--- config.mk ---
export PLATFORM = sky130hd
export DESIGN_NAME = gated_pulse_bank
export DESIGN_NICKNAME = d
export VERILOG_FILES = /design/src/rtl/gated_pulse_bank.sv
export SDC_FILE = /design/constraint.sdc
export NUM_CORES = 1
export LEC_CHECK = 0
export ABC_AREA = 1
export CORE_MARGIN = 1
export CORE_UTILIZATION = 35
export DETAILED_ROUTE_END_ITERATION = 8
export PLACE_DENSITY = 0.65
export SLEW_MARGIN = 10
export SYNTH_ARGS = -nofsm -noshare
export SYNTH_HDL_FRONTEND = slang
export SYNTH_SLANG_ARGS = --single-unit
--- constraint.sdc ---
create_clock -name clk -period 1.62 [get_ports clk]
set_input_delay 0.162 -clock clk [delete_from_list [all_inputs] [get_ports clk]]
set_output_delay 0.162 -clock clk [all_outputs]
set_load 0.005 [all_outputs]
--- src/rtl/gated_pulse_bank.sv ---
// gated_pulse_bank: per-channel enable-gated 50% square-wave generators with pulse counters.
// Build option GATE_SYNC_EN: 2-flop enable synchroniser (default: single register stage).
module gated_pulse_bank #(
  parameter int unsigned CHANNELS = 2,
  parameter int unsigned DIV_W    = 4,
  parameter int unsigned CNT_W    = 8
) (
  input  logic                        clk,
  input  logic                        rst,
  input  logic [CHANNELS-1:0]         en,
  input  logic [DIV_W-1:0]            div,
  input  logic [$clog2(CHANNELS)-1:0] sel,
  input  logic                        clr,
  output logic [CHANNELS-1:0]         gclk_out,
  output logic [CHANNELS-1:0]         active,
  output logic [CHANNELS-1:0]         ovf,
  output logic [CNT_W-1:0]            cnt_out
);

  localparam int unsigned SEL_W = $clog2(CHANNELS);

  typedef enum logic [1:0] {
    IDLE = 2'd0,
    HIGH = 2'd1,
    LOW  = 2'd2
  } state_t;

  state_t               state_q [CHANNELS];
  state_t               state_d [CHANNELS];
  logic [DIV_W-1:0]     ph_q    [CHANNELS];
  logic [DIV_W-1:0]     ph_d    [CHANNELS];
  logic [DIV_W-1:0]     dl_q    [CHANNELS];
  logic [DIV_W-1:0]     dl_d    [CHANNELS];
  logic [CNT_W-1:0]     cnt_q   [CHANNELS];
  logic [CNT_W-1:0]     cnt_d   [CHANNELS];
  logic [CHANNELS-1:0]  ovf_d;
  logic [CHANNELS-1:0]  gclk_d;
  logic [CHANNELS-1:0]  active_d;
  logic [CHANNELS-1:0]  inc_c;
  logic [CHANNELS-1:0]  en_s;

`ifdef GATE_SYNC_EN
  logic [CHANNELS-1:0] en_meta;

  // Two-stage synchroniser for enables that may be asynchronous to clk
  always_ff @(posedge clk or posedge rst) begin
    if (rst) begin
      en_meta <= '0;
      en_s    <= '0;
    end else begin
      en_meta <= en;
      en_s    <= en_meta;
    end
  end
`else
  // Single register stage; enables are expected to be clk-synchronous
  always_ff @(posedge clk or posedge rst) begin
    if (rst) begin
      en_s <= '0;
    end else begin
      en_s <= en;
    end
  end
`endif

  // State, phase, divider latch, counters and registered outputs
  always_ff @(posedge clk or posedge rst) begin
    if (rst) begin
      for (int i = 0; i < int'(CHANNELS); i++) begin
        state_q[i] <= IDLE;
        ph_q[i]    <= '0;
        dl_q[i]    <= '0;
        cnt_q[i]   <= '0;
      end
      gclk_out <= '0;
      active   <= '0;
      ovf      <= '0;
    end else begin
      for (int i = 0; i < int'(CHANNELS); i++) begin
        state_q[i] <= state_d[i];
        ph_q[i]    <= ph_d[i];
        dl_q[i]    <= dl_d[i];
        cnt_q[i]   <= cnt_d[i];
      end
      gclk_out <= gclk_d;
      active   <= active_d;
      ovf      <= ovf_d;
    end
  end

  // Next-state: a period is only (re)started at a boundary, so no runt pulses
  always_comb begin
    gclk_d   = '0;
    active_d = '0;
    inc_c    = '0;
    ovf_d    = ovf;
    for (int i = 0; i < int'(CHANNELS); i++) begin
      state_d[i] = state_q[i];
      ph_d[i]    = ph_q[i];
      dl_d[i]    = dl_q[i];
      cnt_d[i]   = cnt_q[i];
      case (state_q[i])
        IDLE: begin
          ph_d[i] = '0;
          if (en_s[i]) begin
            dl_d[i]    = div;
            state_d[i] = HIGH;
          end
        end
        HIGH: begin
          if (ph_q[i] == dl_q[i]) begin
            ph_d[i]    = '0;
            state_d[i] = LOW;
            inc_c[i]   = 1'b1;
          end else begin
            ph_d[i] = ph_q[i] + DIV_W'(1);
          end
        end
        LOW: begin
          if (ph_q[i] == dl_q[i]) begin
            ph_d[i] = '0;
            if (en_s[i]) begin
              dl_d[i]    = div;
              state_d[i] = HIGH;
            end else begin
              state_d[i] = IDLE;
            end
          end else begin
            ph_d[i] = ph_q[i] + DIV_W'(1);
          end
        end
        default: begin
          state_d[i] = IDLE;
          ph_d[i]    = '0;
        end
      endcase

      // Clear takes priority over a coincident increment
      if (clr) begin
        cnt_d[i] = '0;
        ovf_d[i] = 1'b0;
      end else if (inc_c[i]) begin
        cnt_d[i] = cnt_q[i] + CNT_W'(1);
        if (&cnt_q[i]) begin
          ovf_d[i] = 1'b1;
        end
      end

      gclk_d[i]   = (state_d[i] == HIGH);
      active_d[i] = (state_d[i] != IDLE);
    end
  end

  // Readout mux; unmatched select values read as zero
  always_comb begin
    cnt_out = '0;
    for (int i = 0; i < int'(CHANNELS); i++) begin
      if (sel == SEL_W'(i)) begin
        cnt_out = cnt_q[i];
      end
    end
  end

endmodule

After elaboration in Yosys (flattened, before gate mapping)
Cells that the tools add are included.
Storage, ports and cells
  register bits: 44
Cells by class
  $add $sub $neg: 4
  eq/ne operators: 10
  multiplexer cells: 35
  reductions and logical operators: 18
Operators by type and width (count)
  8-bit 2-to-1 mux: 5
  4-bit 2-to-1 mux: 8
  8-bit by 1-bit adder with 8-bit output, second input constant: 2
  4-bit one-hot mux with 2 select lines: 2
  8-bit AND reduction: 2
  2-bit nonzero test: 8
  1-bit 2-to-1 mux: 12
  2-bit 2-to-1 mux: 6
  2-bit one-hot mux with 3 select lines: 2
  4-bit by 1-bit adder with 4-bit output, second input constant: 2
  2-bit by 1-bit == test with 1-bit output, second input constant: 4
  4-bit == test: 2
  2-bit AND reduction: 4
  2-bit == test, second input constant: 2
  2-bit logical NOT: 2
  2-bit inequality test, second input constant: 2
  2-bit OR reduction: 2

Longest topological paths before layout
Gate-level depths: netlist of run 1.
  word-level depth: 5
  mapped depth: 11
  mapped depth without buffers: 11

Least setup slack after synthesis of run 1
Ideal clock, no wire load.
  kind: register to register
  from: reg state_q[0] (netlist name)
  to: reg active[1]
  data arrival time: 1224 ps
  required time: 1500 ps
  path slack: 277 ps
  stages on the path, launching flop included: 10
  buffers on the path: 0
  clock period less this slack: 1343 ps
  cells stage by stage: dfrtp_1 -> inv_1 -> ha_1 -> or2_2 -> nand2_1 -> nand2_1 -> nand2_1 -> nand2_1 -> nand2_1 -> nand2_1
Between the ends
  longest elaborated chain between the ends: 3
RTL lines
  start, declared: line 28  | state_t state_q [CHANNELS];
  start signal, assigned by index: line 80  | state_q[i] <= state_d[i];
  2-bit == test (tied with other cells): line 102  | case (state_q[i])
  2-bit one-hot mux with 3 select lines *: line 102
  2-bit nonzero test *: line 150  | active_d[i] = (state_d[i] != IDLE);
  net active_d[1]: line 38  | logic [CHANNELS-1:0] active_d;
  end signal, assigned: line 86  | active <= active_d;
  end, declared: line 15  | output logic [CHANNELS-1:0] active,
The timed path passes the listed nets; every way through them passes the cells marked *.
A chain may end at the register's enable or synchronous reset.

Worst setup path after layout of run 1
  from: reg cnt_q[14] (netlist name)
  to: out cnt_out[6]
Between the ends
  longest elaborated chain between the ends: 1
RTL lines
  start, declared: line 34  | logic [CNT_W-1:0] cnt_q [CHANNELS];
  start signal, assigned by index: line 83  | cnt_q[i] <= cnt_d[i];
  8-bit 2-to-1 mux: line 158  | if (sel == SEL_W'(i)) begin
  end, declared: line 17  | output logic [CNT_W-1:0] cnt_out
No other way between the ends.

==> impl_metrics.csv, run 1 <==
group,metric,value,unit
outcome,outcome,"completed",
floorplan,initial_utilization,36.6,%
worst_setup_path,cpPeakStageDelay,0.52,ns
clocking,cts_num_sinks,44,
routing,drc,0,
synth,synth-seq-area-share,44.0,%
synth,synth_nets,347,
clocking,cts.clk_slew.worst_paths,0.08,ns
placement,io_buffer_count,23,
worst_setup_path,required,1.46,ns
placement,placed_cell_area,2890,um^2
sta,finClkSkew,0.00458,ns
floorplan,row_count,30,
sta,slew_viol_final,0,
sta,fin_crit_sh,97.5,%
global_route,grt_max_degree,21,
synth,synth_largest_area_cell,"dfrtp_1",
floorplan,die_w,86.5,um
synth,synth_top_area_share,44.0,%
layout,layout_commonest_cell,"nand2_1",
routing,wl,4.72,mm
synth,syn_area_per_cell,7.69,um^2
worst_setup_path,r2r-end,"ovf[0]",
worst_setup_path,path_cells,"inv_1 > o21ai_0 > clkdlybuf4s50_1",
synth,syn_inst,325,
job,drv_cap,0,
floorplan,dieArea,7480,um^2
power_and_ir_drop,p_leak,1.66,nW
power_and_ir_drop,pwr_density_cell,1290,nW/um^2
clocking,cts_inserted_buffers,5,
clocking,root_buffer,"clkbuf_8",
layout,drive_gt1_share,11.0,%
sta,fmax,0.633,GHz
global_route,grt_pass1_vias,1986,
sta,setup_ws,0.0408,ns
clocking,htreeDepth,2,
synth,synth_area_leaders,"dfrtp_1, nand2_1, inv_1",
worst_setup_path,cp.arrival,1.42,ns
worst_setup_path,regToRegSetupSlack,0.18,ns
routing,route.vias.total,2037,
power_and_ir_drop,ir_drop,0.388,mV
clocking,clk_latency,0.29,ns
worst_setup_path,critPathKind,"reg2out",
sta,finalSetupTns,0,ns
global_route,grt_overflow,0,
worst_setup_path,ff2ff_path_depth,7,
synth,ys_warn_count,0,
global_route,grt.total_usage,14.3,%
worst_hold_path,min_path_type,"in2async",
worst_setup_path,crit_path_top_delay_cell,"clkdlybuf4s50_1",
sta,hold_viol,0,
worst_setup_path,reg2reg_from,"cnt_q[8]",
routing,first_pass_iters,4,
worst_setup_path,cp-end-kind,"output pin",
floorplan,die_h,86.5,um
routing,post_drt_wl_per_cell,10.2,um
floorplan,ios,24,
layout,nets,389,
synth,syn-cell-area,2500,um^2
sta,setup_viol,0,
clocking,cts_hold_buf,0,
global_route,grt_pass1_wl,8.38,mm
clocking,cts_tree,"built",
layout,antenna_cells,0,
clocking,clock_path_buffers,2,
routing,antenna_left,0,
placement,place_hpwl,3.51,mm
synth,ys_ff_latch,44,
worst_setup_path,critical_path_peak_fanout,3,
layout,syn2layout_area_growth,21.1,%
sta,min_period,1.58,ns
global_route,antenna_found_initial,0,
worst_setup_path,crit_family,"buffers and inverters",
routing,via_per_inst,4.42,
synth,synthDistinctLibCells,24,
worst_setup_path,path_buf_inv,2,
layout,stdcell_area,3030,um^2
worst_setup_path,startpoint_type,"flip-flop",
placement,dp_slack,-0.0399,ns
placement,place_congestion,0.844,
floorplan,core_area,6830,um^2
routing,drtIter0Drc,69,
sta,timing.slew.headroom,60.0,%
sta,worst_pin_slew,0.596,ns
layout,most-common-layout-cells,"nand2_1, inv_1, dfrtp_1",
worst max-delay path by stage:
| stage | cells after the start | to | slack (ns) | startpoint |
|---|---|---|---|---|
| after floorplan | 9 | active[1] | 0.28 | state_q[0] |
| after global placement | 5 | cnt_out[2] | 0.006 | sel |
| after detailed placement | 5 | cnt_out[3] | -0.04 | sel |
| after CTS | 3 | cnt_out[0] | 0.001 | cnt_q[8] |
| after global routing | 3 | cnt_out[6] | -0.004 | cnt_q[14] |
| final | 3 | cnt_out[6] | 0.04 | cnt_q[14] |
cells in the mapped netlist, drive strengths merged:
master,number
buf,1
clkbuf,1
ha,12
nand4,7
nand3,18
xor2,6
mux2,1
nor3,2
xnor2,2
a21oi,7
dfrtp,44
inv,62
nand2,101
o21ai,27
nor2,31
or2,1
nor4,2
registers in the layout, indices dropped and copies added, names as in the netlist:
signal    flops
dl_q          8
active        2
en_s          2
state_q       4
gclk_out      2
ph_q          8
cnt_q        16
ovf           2
worst register-to-register path: stages, from the launching register on:
cell and delay (ns):
dfrtp_1 0.37, buf_4 0.12, ha_1 0.21, nand3_1 0.12, nor4_1 0.28, a21oi_1 0.13
nand2_1 0.07, nand2_1 0.04
final cells by class:
type	count	area, um^2
flip-flops and latches	44	1100
fillers	699	3800
multi-input cells	217	1150
clock buffers	5	68.8
well taps	96	120
repair buffers	37	352
inverters	62	233
cell families (layout without fill, tap and decap cells):
logic type | Yosys count | count (layout) | share of synthesized area (%)
adders and majority gates | 12 | 12 | 6.01
AOI/OAI and AO/OA | 34 | 34 | 7.11
and+or+nand+nor | 162 | 162 | 29.7
xor gates and xnor gates | 8 | 8 | 2.80
buffers and inverters | 64 | 104 | 9.91
DFF | 44 | 44 | 44.0
muxes | 1 | 1 | 0.450
through the flow:
stage	hold slack (ns)	instances	util, %	power (W)
3_5_place_dp	0.478	447	42.2	0.00330
2_1_floorplan	0.193	325	-	0.00289
5_1_grt	0.209	461	44.3	0.00432
6_report	0.172	461	44.3	0.00391
3_3_place_gp	0.461	447	42.2	0.00326
4_1_cts	0.186	458	43.9	0.00395
power by group:
part | switching [W] | internal (W) | total, W | leakage, nW
clock network | 0.000338 | 0.000278 | 0.000617 | 0.0359
registers | 0.000203 | 0.00138 | 0.00158 | 0.580
logic | 0.00105 | 0.000661 | 0.00171 | 1.04
repair_timing:
item | CTS | global route
cloned | 1 | 0
endpoints found under the hold margin | 0 | 0
buffers inserted | 5 | 3
resized for setup | 4 | 7
setup endpoints to repair | 8 | 9
per-layer routing:
| metal | share of wire, % | wire [um] | GRT usage (%) | vias up |
|---|---|---|---|---|
| met5 | 0 | 0 | 0 | - |
| met2 | 45 | 2140 | 24.5 | 28 |
| met3 | 2.8 | 132 | 2.86 | 10 |
| met4 | 2.2 | 106 | 6.82 | 0 |
| li1 | - | - | - | 1078 |
| met1 | 50 | 2340 | 17.2 | 921 |
(Power assumes the default switching activity.)
==> run 2, diff against run 1 <==
--- a/config.mk
+++ b/config.mk
@@ -7,10 +7,10 @@
 export LEC_CHECK = 0
 export ABC_AREA = 1
 export CORE_MARGIN = 1
-export CORE_UTILIZATION = 35
+export CORE_UTILIZATION = 55
 export DETAILED_ROUTE_END_ITERATION = 8
-export PLACE_DENSITY = 0.65
-export SLEW_MARGIN = 10
+export PLACE_DENSITY = 0.89
+export SLEW_MARGIN = 20
 export SYNTH_ARGS = -nofsm -noshare
 export SYNTH_HDL_FRONTEND = slang
 export SYNTH_SLANG_ARGS = --single-unit
==> run 2 against run 1 <==
Effect of this change:
- sequential cell count is the same
- first-iteration DRC count grew 64%
- worst hold slack gained 0.045 ns
- critical path type is now reg2reg
- cell count shrank 8.7%
- combinational power grew 5%
- die area shrank 36%
- clock power grew 48%
==> impl_metrics.csv, run 2 (same netlist as run 1, synthesis figures left out) <==
group,metric,value,unit
routing,drtIter0Drc,113,
global_route,grt_pass1_wl,8.64,mm
layout,drive_gt1_share,12.7,%
worst_hold_path,min_path_type,"in2async",
worst_setup_path,ff2ff_path_depth,9,
clocking,clock_path_buffers,2,
clocking,clk_latency,0.30,ns
worst_setup_path,cp.arrival,1.73,ns
global_route,antenna_found_initial,0,
sta,finClkSkew,0.00286,ns
power_and_ir_drop,ir_drop,0.704,mV
routing,post_drt_wl_per_cell,11.7,um
routing,antenna_left,0,
floorplan,die_h,69.4,um
clocking,root_buffer,"clkbuf_8",
layout,antenna_cells,0,
layout,nets,390,
sta,whs,0.217,ns
global_route,grt_overflow,0,
global_route,grt_pass1_vias,2101,
job,drv_cap,0,
layout,most-common-layout-cells,"nand2_1, inv_1, dfrtp_1",
sta,min_period,1.54,ns
placement,place_congestion,0.840,
global_route,grt.total_usage,22.4,%
clocking,cts_tree,"built",
clocking,cts_num_sinks,44,
layout,syn2layout_area_growth,21.8,%
routing,wl,4.91,mm
worst_setup_path,startpoint_type,"flip-flop",
placement,place_hpwl,3.49,mm
layout,top_regs,"cnt_q x16, dl_q x8, ph_q x8",
layout,regMostFlops,"cnt_q",
power_and_ir_drop,pwr_density_cell,1410,nW/um^2
worst_setup_path,critical_path_peak_fanout,4,
layout,largest_register_ffs,16,
sta,worst_pin_slew,0.361,ns
floorplan,initial_utilization,57.4,%
sta,hold_viol,0,
worst_setup_path,cp-end-kind,"flip-flop",
clocking,htreeDepth,2,
routing,first_pass_iters,4,
routing,via_per_inst,5.06,
worst_setup_path,regToRegSetupSlack,0.08,ns
layout,ff_latch_area,1100,um^2
sta,timing.slew.headroom,75.7,%
global_route,grt_max_degree,45,
worst_setup_path,critPathKind,"reg2reg",
clocking,cts_hold_buf,0,
sta,finalSetupTns,0,ns
sta,slew_viol_final,0,
clocking,cts_inserted_buffers,5,
layout,num-fill-cells,323,
layout,final_cells,421,
floorplan,die_w,69.4,um
routing,route.vias.total,2130,
placement,io_buffer_count,23,
outcome,outcome,"completed",
worst_setup_path,r2r-end,"active[1]",
sta,setup_viol,0,
power_and_ir_drop,p_total,0.00430,W
routing,drc,0,
placement,dp.cells,404,
sta,fmax,0.650,GHz
power_and_ir_drop,p_leak,1.73,nW
sta,fin_crit_sh,94.9,%
floorplan,ios,24,
floorplan,row_count,24,
worst_setup_path,reg2reg_from,"state_q[0]",
layout,layout_commonest_cell,"nand2_1",
worst_setup_path,required,1.81,ns
layout,multi_input_area,1150,um^2
clocking,cts.clk_slew.worst_paths,0.08,ns
floorplan,core_area,4350,um^2
floorplan,dieArea,4820,um^2
[run 2: routing by layer]
layer,global-route usage [%],part of all wire (%)
met1,25.4,43
met2,39.8,51
met3,5.52,4.0
met4,9.52,2.1
met5,0,0
[run 2: what timing repair did]
item | in CTS | in global routing
resized for setup | 8 | 8
setup endpoints to repair | 8 | 9
cloned | 0 | 0
endpoints found under the hold margin | 0 | 0
setup buffers | 3 | 6
[run 2: worst max-delay path by stage]
| stage | start | endpoint | slack [ns] | cells after the start |
|---|---|---|---|---|
| after floorplan | state_q[0] | active[1] | 0.28 | 9 |
| after global placement | sel | cnt_out[5] | 0.02 | 5 |
| after detailed placement | sel | cnt_out[5] | -0.03 | 5 |
| after CTS | sel | cnt_out[7] | -0.01 | 5 |
| after global routing | state_q[0] | active[1] | -0.04 | 9 |
| final | state_q[0] | active[1] | 0.08 | 9 |
[run 2: stage by stage]
step	instance area, um^2	utilization, %	setup slack (ns)
after global placement	2840	65.2	0.0198
after floorplan	2500	-	0.277
after global routing	3050	69.9	-0.0441
after detailed placement	2840	65.2	-0.0278
final	3050	69.9	0.0826
after CTS	2990	68.6	-0.0122
[run 2: critical path, cell delays in order, from the launching register on]
cell and delay [ns]:
dfrtp_1 0.41, inv_1 0.10, ha_1 0.24, or2_2 0.29
nand2_1 0.06, nand2_1 0.04, nand2_1 0.05, nand2_1 0.05
nand2_1 0.11, nand2_1 0.06
[run 2: power breakdown]
| part | switching, W | internal [W] | leakage, nW | total, W |
|---|---|---|---|---|
| Sequential | 0.000213 | 0.00137 | 0.577 | 0.00159 |
| Clock | 0.000367 | 0.000544 | 0.0645 | 0.000911 |
| Combinational | 0.00111 | 0.000685 | 1.09 | 0.00180 |
| Total | 0.00169 | 0.00260 | 1.73 | 0.00430 |
[run 2: cell type report]
cell class / count / area share [%]
Sequential cell: 44 / 36.3
Tap cell: 52 / 2.14
Multi-Input combinational cell: 217 / 37.8
Timing Repair Buffer: 38 / 12.0
Inverter: 62 / 7.64
Clock buffer: 7 / 3.16
Clock inverter: 1 / 0.986
==> run 3, diff against run 2 <==
--- a/config.mk
+++ b/config.mk
@@ -7,9 +7,9 @@
 export LEC_CHECK = 0
 export ABC_AREA = 1
 export CORE_MARGIN = 1
-export CORE_UTILIZATION = 55
+export CORE_UTILIZATION = 34
 export DETAILED_ROUTE_END_ITERATION = 8
-export PLACE_DENSITY = 0.89
+export PLACE_DENSITY = 0.64
 export SLEW_MARGIN = 20
 export SYNTH_ARGS = -nofsm -noshare
 export SYNTH_HDL_FRONTEND = slang
==> run 3 against run 2 <==
Effect of this change:
- maximum frequency fell by 3.2%
- cell count rose by 9.7%
- final area fell by 0.33%
- critical path depth fell by 4
- global-route usage fell by 9.1 points
- count of clock-buffer cells in the layout fell by 1
- routed wire length fell by 5.2%
- critical path type is now in2out
- largest cell class unchanged
- largest power group unchanged
- highest routed layer unchanged
==> impl_metrics.csv, run 3 (same netlist as run 1, synthesis figures left out) <==
group,metric,value,unit
global_route,grt_overflow,0,
global_route,grt.total_usage,13.3,%
worst_setup_path,cp_common_cell,"clkdlybuf4s50_1",
floorplan,ios,24,
sta,fin_crit_sh,98.0,%
placement,place_hpwl,3.39,mm
layout,top_regs,"cnt_q x16, dl_q x8, ph_q x8",
sta,fmax,0.630,GHz
layout,antenna_cells,0,
floorplan,die_w,87.7,um
worst_setup_path,cpPeakStageDelay,0.51,ns
routing,antenna_left,0,
floorplan,die_h,87.7,um
layout,most-common-layout-cells,"nand2_1, inv_1, dfrtp_1",
routing,wl,4.65,mm
sta,timing.slew.headroom,73.6,%
clocking,cts_inserted_buffers,5,
sta,worst_pin_slew,0.392,ns
global_route,antenna_found_initial,0,
worst_setup_path,cp.arrival,1.43,ns
worst_setup_path,reg2reg_from,"cnt_q[1]",
worst_setup_path,cp-startpoint,"sel",
layout,drive_gt1_share,10.9,%
clocking,cts_num_sinks,44,
power_and_ir_drop,p_leak,1.69,nW
outcome,outcome,"completed",
worst_hold_path,min_path_type,"in2async",
sta,setup_viol,0,
job,drv_cap,0,
global_route,grt_max_degree,45,
worst_setup_path,path_cells,"clkdlybuf4s50_1 > buf_6 > nand2_1 > o21ai_0 > clkdlybuf4s50_1",
worst_setup_path,startpoint_type,"primary input",
sta,setup_ws,0.0320,ns
worst_setup_path,path_buf_inv,3,
floorplan,dieArea,7700,um^2
routing,route.vias.total,2026,
routing,post_drt_wl_per_cell,10.1,um
layout,layout_commonest_cell,"nand2_1",
routing,first_pass_iters,4,
layout,syn2layout_area_growth,21.4,%
sta,slew_viol_final,0,
routing,drc,0,
sta,hold_viol,0,
sta,min_period,1.59,ns
power_and_ir_drop,ir_drop,0.447,mV
worst_setup_path,cp-end-kind,"output pin",
clocking,cts_tree,"built",
global_route,grt_pass1_vias,1841,
placement,place_congestion,0.798,
layout,regMostFlops,"cnt_q",
layout,largest_register_ffs,16,
sta,rsz0062_at_grt,"false",
worst_setup_path,required,1.46,ns
placement,dp_slack,-0.0211,ns
floorplan,core_area,6940,um^2
sta,finClkSkew,0.00706,ns
floorplan,row_count,30,
layout,final_cells,462,
clocking,root_buffer,"clkbuf_8",
floorplan,initial_utilization,36.0,%
worst_setup_path,critical_path_peak_fanout,7,
placement,io_buffer_count,23,
worst_setup_path,crit_family,"buffers and inverters",
worst_setup_path,crit_path_top_delay_cell,"clkdlybuf4s50_1",
power_and_ir_drop,pwr_density_cell,1290,nW/um^2
clocking,htreeDepth,2,
clocking,clock_path_buffers,2,
placement,dp.cells,446,
clocking,cts.clk_slew.worst_paths,0.08,ns
routing,via_per_inst,4.39,
clocking,clk_latency,0.29,ns
routing,drtIter0Drc,91,
global_route,grt_pass1_wl,8.02,mm
layout,nets,388,
worst_setup_path,critPathKind,"in2out",
-- run 3: worst reg2reg max path: stages, from the launching register on --
cell     delay (ns)
dfrtp_1        0.41
ha_1           0.26
nand3_1        0.12
nor4_1         0.32
a21oi_1        0.13
nand2_1        0.07
nand2_1        0.04
-- run 3: repair_timing --
item / CTS / global route
endpoints found under the setup margin: 8 / 4
resized for setup: 6 / 5
hold buffers: 0 / 0
endpoints found under the hold margin: 0 / 0
setup buffers: 5 / 4
-- run 3: layer usage --
| layer | up-vias | share of wire, % | track usage [%] | routed length [um] |
|---|---|---|---|---|
| met2 | 29 | 46 | 22.2 | 2140 |
| met3 | 6 | 3.7 | 3.49 | 170 |
| met1 | 908 | 49 | 16.6 | 2270 |
| met5 | - | 0 | 0 | 0 |
| met4 | 0 | 1.4 | 4.47 | 65 |
| li1 | 1083 | - | - | - |
-- run 3: cell type report --
cell class | instances | area (um^2)
multi-input cells | 217 | 1160
inverters | 62 | 233
clock inverters | 1 | 5.00
repair buffers | 36 | 347
flip-flops and latches | 44 | 1100
well taps | 96 | 120
clock buffers | 6 | 72.6
fillers | 704 | 3910
-- run 3: stage by stage --
step	cell area (um^2)	hold slack [ns]	TNS [ns]	total power [W]	util [%]
floorplan	2500	0.193	0	0.00289	-
global placement	2880	0.463	0	0.00327	41.4
detailed placement	2880	0.466	-0.0937	0.00330	41.4
CTS	2990	0.214	0	0.00397	43.1
global route	3040	0.222	0	0.00431	43.7
finish	3040	0.208	0	0.00391	43.7
-- run 3: path summary, 6_finish.rpt --
kind                       slack [ns]     endpoint  cells past startpoint
setup / recovery                 0.03   cnt_out[7]                      5
hold / removal                   0.21  gclk_out[0]                      3
setup reg to reg                 0.16       ovf[1]                      6
hold reg to reg                  0.48       ovf[0]                      2
max in group asynchronous        1.20      en_s[1]                      3
min in group clk                 0.31      en_s[0]                      1
-- run 3: where the power goes --
part,switching [W],internal (W),total (W)
Combinational,0.00104,0.000643,0.00168
Sequential,0.000205,0.00138,0.00158
Clock,0.000354,0.000293,0.000647
